--- config.mk ---
export PLATFORM = sky130hd
export DESIGN_NAME = edge_map_reader
export DESIGN_NICKNAME = d
export VERILOG_FILES = /design/src/rtl/edge_map_reader.sv
export SDC_FILE = /design/constraint.sdc
export NUM_CORES = 1
export LEC_CHECK = 0
export ABC_AREA = 1
export CAP_MARGIN = 20
export CORE_MARGIN = 4
export CORE_UTILIZATION = 58
export CTS_BUF_LIST = sky130_fd_sc_hd__clkbuf_8
export CTS_CLUSTER_DIAMETER = 200
export CTS_CLUSTER_SIZE = 14
export DETAILED_ROUTE_END_ITERATION = 16
export PLACE_DENSITY = 0.88
export SETUP_SLACK_MARGIN = 0.5
export SLEW_MARGIN = 10
export SYNTH_ARGS = -nofsm -noshare
export SYNTH_HDL_FRONTEND = slang
export SYNTH_SLANG_ARGS = --single-unit
export TNS_END_PERCENT = 20
--- constraint.sdc ---
create_clock -name clk_i -period 2.25 [get_ports clk_i]
set_input_delay 0.3375 -clock clk_i [delete_from_list [all_inputs] [get_ports clk_i]]
set_output_delay 0.3375 -clock clk_i [all_outputs]
set_load 0.01 [all_outputs]
--- src/rtl/edge_map_reader.sv ---
// Raster-scans a 1-bit edge map through a fixed-latency read port and streams
// the (x,y) of every set pixel over valid/ready, counting edges along the way.
module edge_map_reader #(
    parameter int WIDTH        = 640,
    parameter int HEIGHT       = 480,
    parameter int READ_LATENCY = 2
) (
    input  logic        clk_i,
    input  logic        rst_ni,
    input  logic        start_i,
    output logic        done_o,
    output logic        busy_o,
    output logic [18:0] read_addr_o,
    input  logic        read_data_i,
    output logic        pt_valid_o,
    input  logic        pt_ready_i,
    output logic [9:0]  pt_x_o,
    output logic [8:0]  pt_y_o,
    output logic [18:0] edge_count_o
);

    localparam int             WW          = (READ_LATENCY > 1) ? $clog2(READ_LATENCY) : 1;
    localparam logic [WW-1:0]  WAIT_RELOAD = WW'(READ_LATENCY - 1);
    localparam logic [9:0]     X_LAST      = 10'(WIDTH - 1);
    localparam logic [8:0]     Y_LAST      = 9'(HEIGHT - 1);
    localparam logic [18:0]    COUNT_MAX   = '1;

    typedef enum logic [1:0] {S_IDLE, S_WAIT, S_EMIT} state_t;

    state_t        state_q, state_d;
    logic [9:0]    x_q, x_d;
    logic [8:0]    y_q, y_d;
    logic [WW-1:0] wait_q, wait_d;
    logic [18:0]   read_addr_q, read_addr_d;
    logic          done_q, done_d;
    logic          busy_q, busy_d;
    logic          pt_valid_q, pt_valid_d;
    logic [9:0]    pt_x_q, pt_x_d;
    logic [8:0]    pt_y_q, pt_y_d;
    logic [18:0]   edge_count_q, edge_count_d;
    logic          advance;
    logic [9:0]    x_n;
    logic [8:0]    y_n;

    always_ff @(posedge clk_i or negedge rst_ni) begin
        if (!rst_ni) begin
            state_q      <= S_IDLE;
            x_q          <= '0;
            y_q          <= '0;
            wait_q       <= '0;
            read_addr_q  <= '0;
            done_q       <= 1'b0;
            busy_q       <= 1'b0;
            pt_valid_q   <= 1'b0;
            pt_x_q       <= '0;
            pt_y_q       <= '0;
            edge_count_q <= '0;
        end else begin
            state_q      <= state_d;
            x_q          <= x_d;
            y_q          <= y_d;
            wait_q       <= wait_d;
            read_addr_q  <= read_addr_d;
            done_q       <= done_d;
            busy_q       <= busy_d;
            pt_valid_q   <= pt_valid_d;
            pt_x_q       <= pt_x_d;
            pt_y_q       <= pt_y_d;
            edge_count_q <= edge_count_d;
        end
    end

    always_comb begin
        state_d      = state_q;
        x_d          = x_q;
        y_d          = y_q;
        wait_d       = wait_q;
        read_addr_d  = read_addr_q;
        done_d       = 1'b0;
        busy_d       = busy_q;
        pt_valid_d   = pt_valid_q;
        pt_x_d       = pt_x_q;
        pt_y_d       = pt_y_q;
        edge_count_d = edge_count_q;
        advance      = 1'b0;
        x_n          = x_q;
        y_n          = y_q;

        // A start pulse overrides everything, including a pending handshake.
        if (start_i) begin
            state_d      = S_WAIT;
            x_d          = '0;
            y_d          = '0;
            wait_d       = WAIT_RELOAD;
            read_addr_d  = '0;
            busy_d       = 1'b1;
            pt_valid_d   = 1'b0;
            edge_count_d = '0;
        end else begin
            case (state_q)
                S_WAIT: begin
                    if (wait_q == '0) begin
                        if (read_data_i) begin
                            pt_x_d     = x_q;
                            pt_y_d     = y_q;
                            pt_valid_d = 1'b1;
                            if (edge_count_q != COUNT_MAX) begin
                                edge_count_d = edge_count_q + 19'd1;
                            end
                            state_d = S_EMIT;
                        end else begin
                            advance = 1'b1;
                        end
                    end else begin
                        wait_d = wait_q - WW'(1);
                    end
                end
                S_EMIT: begin
                    if (pt_ready_i) begin
                        pt_valid_d = 1'b0;
                        advance    = 1'b1;
                    end
                end
                default: ;
            endcase

            if (advance) begin
                if (x_q == X_LAST && y_q == Y_LAST) begin
                    busy_d  = 1'b0;
                    done_d  = 1'b1;
                    state_d = S_IDLE;
                end else begin
                    if (x_q == X_LAST) begin
                        x_n = '0;
                        y_n = y_q + 9'd1;
                    end else begin
                        x_n = x_q + 10'd1;
                    end
                    x_d         = x_n;
                    y_d         = y_n;
                    read_addr_d = {y_n, x_n};
                    wait_d      = WAIT_RELOAD;
                    state_d     = S_WAIT;
                end
            end
        end
    end

    always_comb begin
        done_o       = done_q;
        busy_o       = busy_q;
        read_addr_o  = read_addr_q;
        pt_valid_o   = pt_valid_q;
        pt_x_o       = pt_x_q;
        pt_y_o       = pt_y_q;
        edge_count_o = edge_count_q;
    end

endmodule
==> flow_metrics.py <==
metrics = {
    "status": {
        "status": "finished, final reports clean",
    },
    "setup_path": {
        "crit_start": "x_q[0]",
        "slowest_delay_ns": 0.53,
        "cp_max_fo": 5,
        "r2r_start": "state_q[0]",
        "path_class": "reg2out",
        "worstSetupEndpointType": "output pin",
        "cp_data_arrival_time_ns": 1.44,
        "crit_chain": "buf_4 > clkdlybuf4s50_1",
        "slowest_stage": "clkdlybuf4s50_1",
        "required_ns": 1.91,
        "cp-start-kind": "register",
    },
    "clocking": {
        "clk_pin_slew_ns": 0.07,
        "clock_latency_ns": 0.34,
        "numCtsBuffers": 9,
        "root_buffer": "clkbuf_8",
        "cts_buffer_depth": 2,
        "h-tree-depth": 3,
        "cts_num_sinks": 63,
        "cts_tree": "done",
    },
    "hold_path": {
        "min_path_type": "reg2reg",
        "worstHoldStart": "pt_y_o[5]",
    },
    "flow_run": {
        "drv_cap": 0,
    },
    "layout": {
        "final_util": 0.811,
        "n_antenna_cell": 0,
        "drive_gt1_frac": 0.160,
        "synthToLayoutAreaGrowth_pct": 33.3,
        "final_cell_mix": "nand2_1 (167), clkdlybuf4s50_1 (63), dfrtp_1 (57), inv_1 (30), nand3_1 (25)",
        "final_common_cell": "nand2_1",
        "fin_cells": 591,
        "fin_nets": 525,
    },
    "timing": {
        "finClkSkew_ns": 0.00960,
        "rsz0062_at_grt": "yes",
        "finalCritPeriodShare": 0.789,
        "clock.fmax_ghz": 0.563,
        "slew_violations": 0,
        "period_needed_ns": 1.77,
        "finalHoldViolCount": 0,
        "setup_viol": 0,
        "worst_pin_slew_ns": 0.514,
        "slew_headroom": 0.658,
        "tns_ns": 0,
    },
    "routing": {
        "detail_route.first_pass.iterations": 5,
        "drt_wl_total_um": 9240,
        "routedWlPerCell_um": 15.6,
        "num_vias": 3326,
        "final_antenna_net_count": 0,
        "viasPerCell": 5.63,
        "post-route-drc-count": 0,
        "drtIter0Drc": 291,
    },
    "floorplan": {
        "core_area_um2": 5610,
        "fp.dieH_um": 84.7,
        "initial_core_util": 0.608,
        "die_area_um2": 7170,
        "num_rows": 27,
        "ios": 65,
        "die_w_um": 84.7,
    },
    "synthesis": {
        "ys.warnings.count": 0,
        "yosysSeqAreaShare": 0.462,
        "ys_seq_elements": 63,
        "synthesis.nets": 439,
        "syn_area_um2": 3410,
        "synth.avg_cell_area_um2": 7.95,
        "ys_types": 35,
        "synthCells": 429,
    },
    "power": {
        "pwr-share-seq": 0.472,
        "p_total_uw": 2560,
        "p_per_area_nw_per_um2": 564,
        "ir_worst_vdd_uv": 600,
        "p_leak_uw": 0.00207,
        "swShare": 0.264,
        "internal_power_uw": 1890,
        "combPwrFrac": 0.136,
        "p_clk_frac": 0.391,
        "netSwitchingPower_uw": 677,
    },
    "global_routing": {
        "grt_usage": 0.244,
        "antenna_found_initial": 0,
        "grt_pass1_vias": 2962,
        "grt_pass1_wl_um": 14200,
        "grt_max_degree": 43,
        "globalRouteOverflowTotal": 0,
    },
    "placement": {
        "place_congestion": 0.881,
        "port_buffers": 64,
        "dp.cells": 559,
        "hpwl_um": 5600,
    },
}
[path summary, 6_finish.rpt]
check / cells after the start / slack [ns] / endpoint
max: 2 / 0.48 / read_addr_o[0]
min: 2 / 0.48 / pt_y_o[5]
max reg2reg: 10 / 0.50 / y_q[3]
min reg2reg: 2 / 0.48 / pt_y_o[5]
max in group asynchronous: 3 / 1.11 / edge_count_o[1]
min in group asynchronous: 2 / 0.52 / pt_x_o[9]
[flip-flops by register name, indices dropped and copies added, names as in the netlist]
name          cells
edge_count_o     19
pt_x_o           10
pt_y_o            9
x_q               9
y_q               9
state_q           2
busy_o            1
done_o            1
pt_valid_o        1
read_addr_o       1
wait_q            1
[area by class of cell]
type                    instances  area (um2)
clock buffers                  11         151
flip-flops and latches         63        1580
clock inverters                 4        46.3
repair buffers                 81         803
inverters                      37         141
well taps                      72        90.1
multi-input cells             323        1730
fillers                       347        1060
[cells by family after synthesis]
kind of cell | after synthesis | synth area share
AND/OR/NAND/NOR | 251 | 0.332
flip-flops | 63 | 0.462
AO/OA/AOI/OAI | 47 | 0.0829
buffers and inverters | 46 | 0.0613
XOR/XNOR | 17 | 0.0437
adder cells (fa/ha/maj) | 5 | 0.0183
[timing repair]
action / in CTS / in global routing
hold endpoints to repair: 21 / 0
cloned: 1 / 2
buffers inserted: 2 / 11
gates resized for setup: 7 / 14
endpoints found under the setup margin: 38 / 73
pin swaps: 1 / 5
hold buffers: 1 / 0
[per-stage QoR]
stage	cell area (um2)	setup slack [ns]	hold slack, ns
finish	4550	0.475	0.484
global route	4550	0.408	0.512
CTS	4360	0.499	0.489
detailed placement	4100	0.308	0.339
global placement	4100	0.375	0.334
floorplan	3410	0.670	0.0419
[synthesized netlist by cell type (all sizes together)]
cell type	n	area, um2
a21oi	3	15.0
buf	7	62.6
o22ai	1	6.26
o22a	1	8.76
a21boi	1	7.51
o211ai	1	7.51
nand3	29	160
o21ai	38	224
nor3	4	20.0
nand2	176	702
a31oi	1	6.26
xnor2	4	35.0
nand3b	2	15.0
ha	5	62.6
dfrtp	63	1580
o21bai	1	7.51
and2	1	6.26
clkbuf	2	7.51
nand4	4	25.0
inv	37	139
xor2	13	114
nor2	34	196
nor4	1	6.26
[routing by layer]
layer | global-route usage | vias to the layer above | wire length, um
met5 | 0 | - | 0
met4 | 0.105 | 0 | 240
met3 | 0.0422 | 30 | 657
met2 | 0.373 | 178 | 4510
met1 | 0.343 | 1581 | 3830
li1 | - | 1537 | -
[worst max-delay path: cells and delay by family (launching register included)]
family / cells / cell delay, ns
flip-flops: 1 / 0.43
buffers and inverters: 2 / 0.67
[power by group through the flow]
stage | clock network [uW] | logic (uW) | registers (uW)
global placement | 0 | 253 | 1220
global route | 1060 | 377 | 1220
finish | 1000 | 349 | 1210
CTS | 993 | 286 | 1210
floorplan | 0 | 138 | 1230
detailed placement | 0 | 262 | 1230
Power figures use the tool's default switching activity.
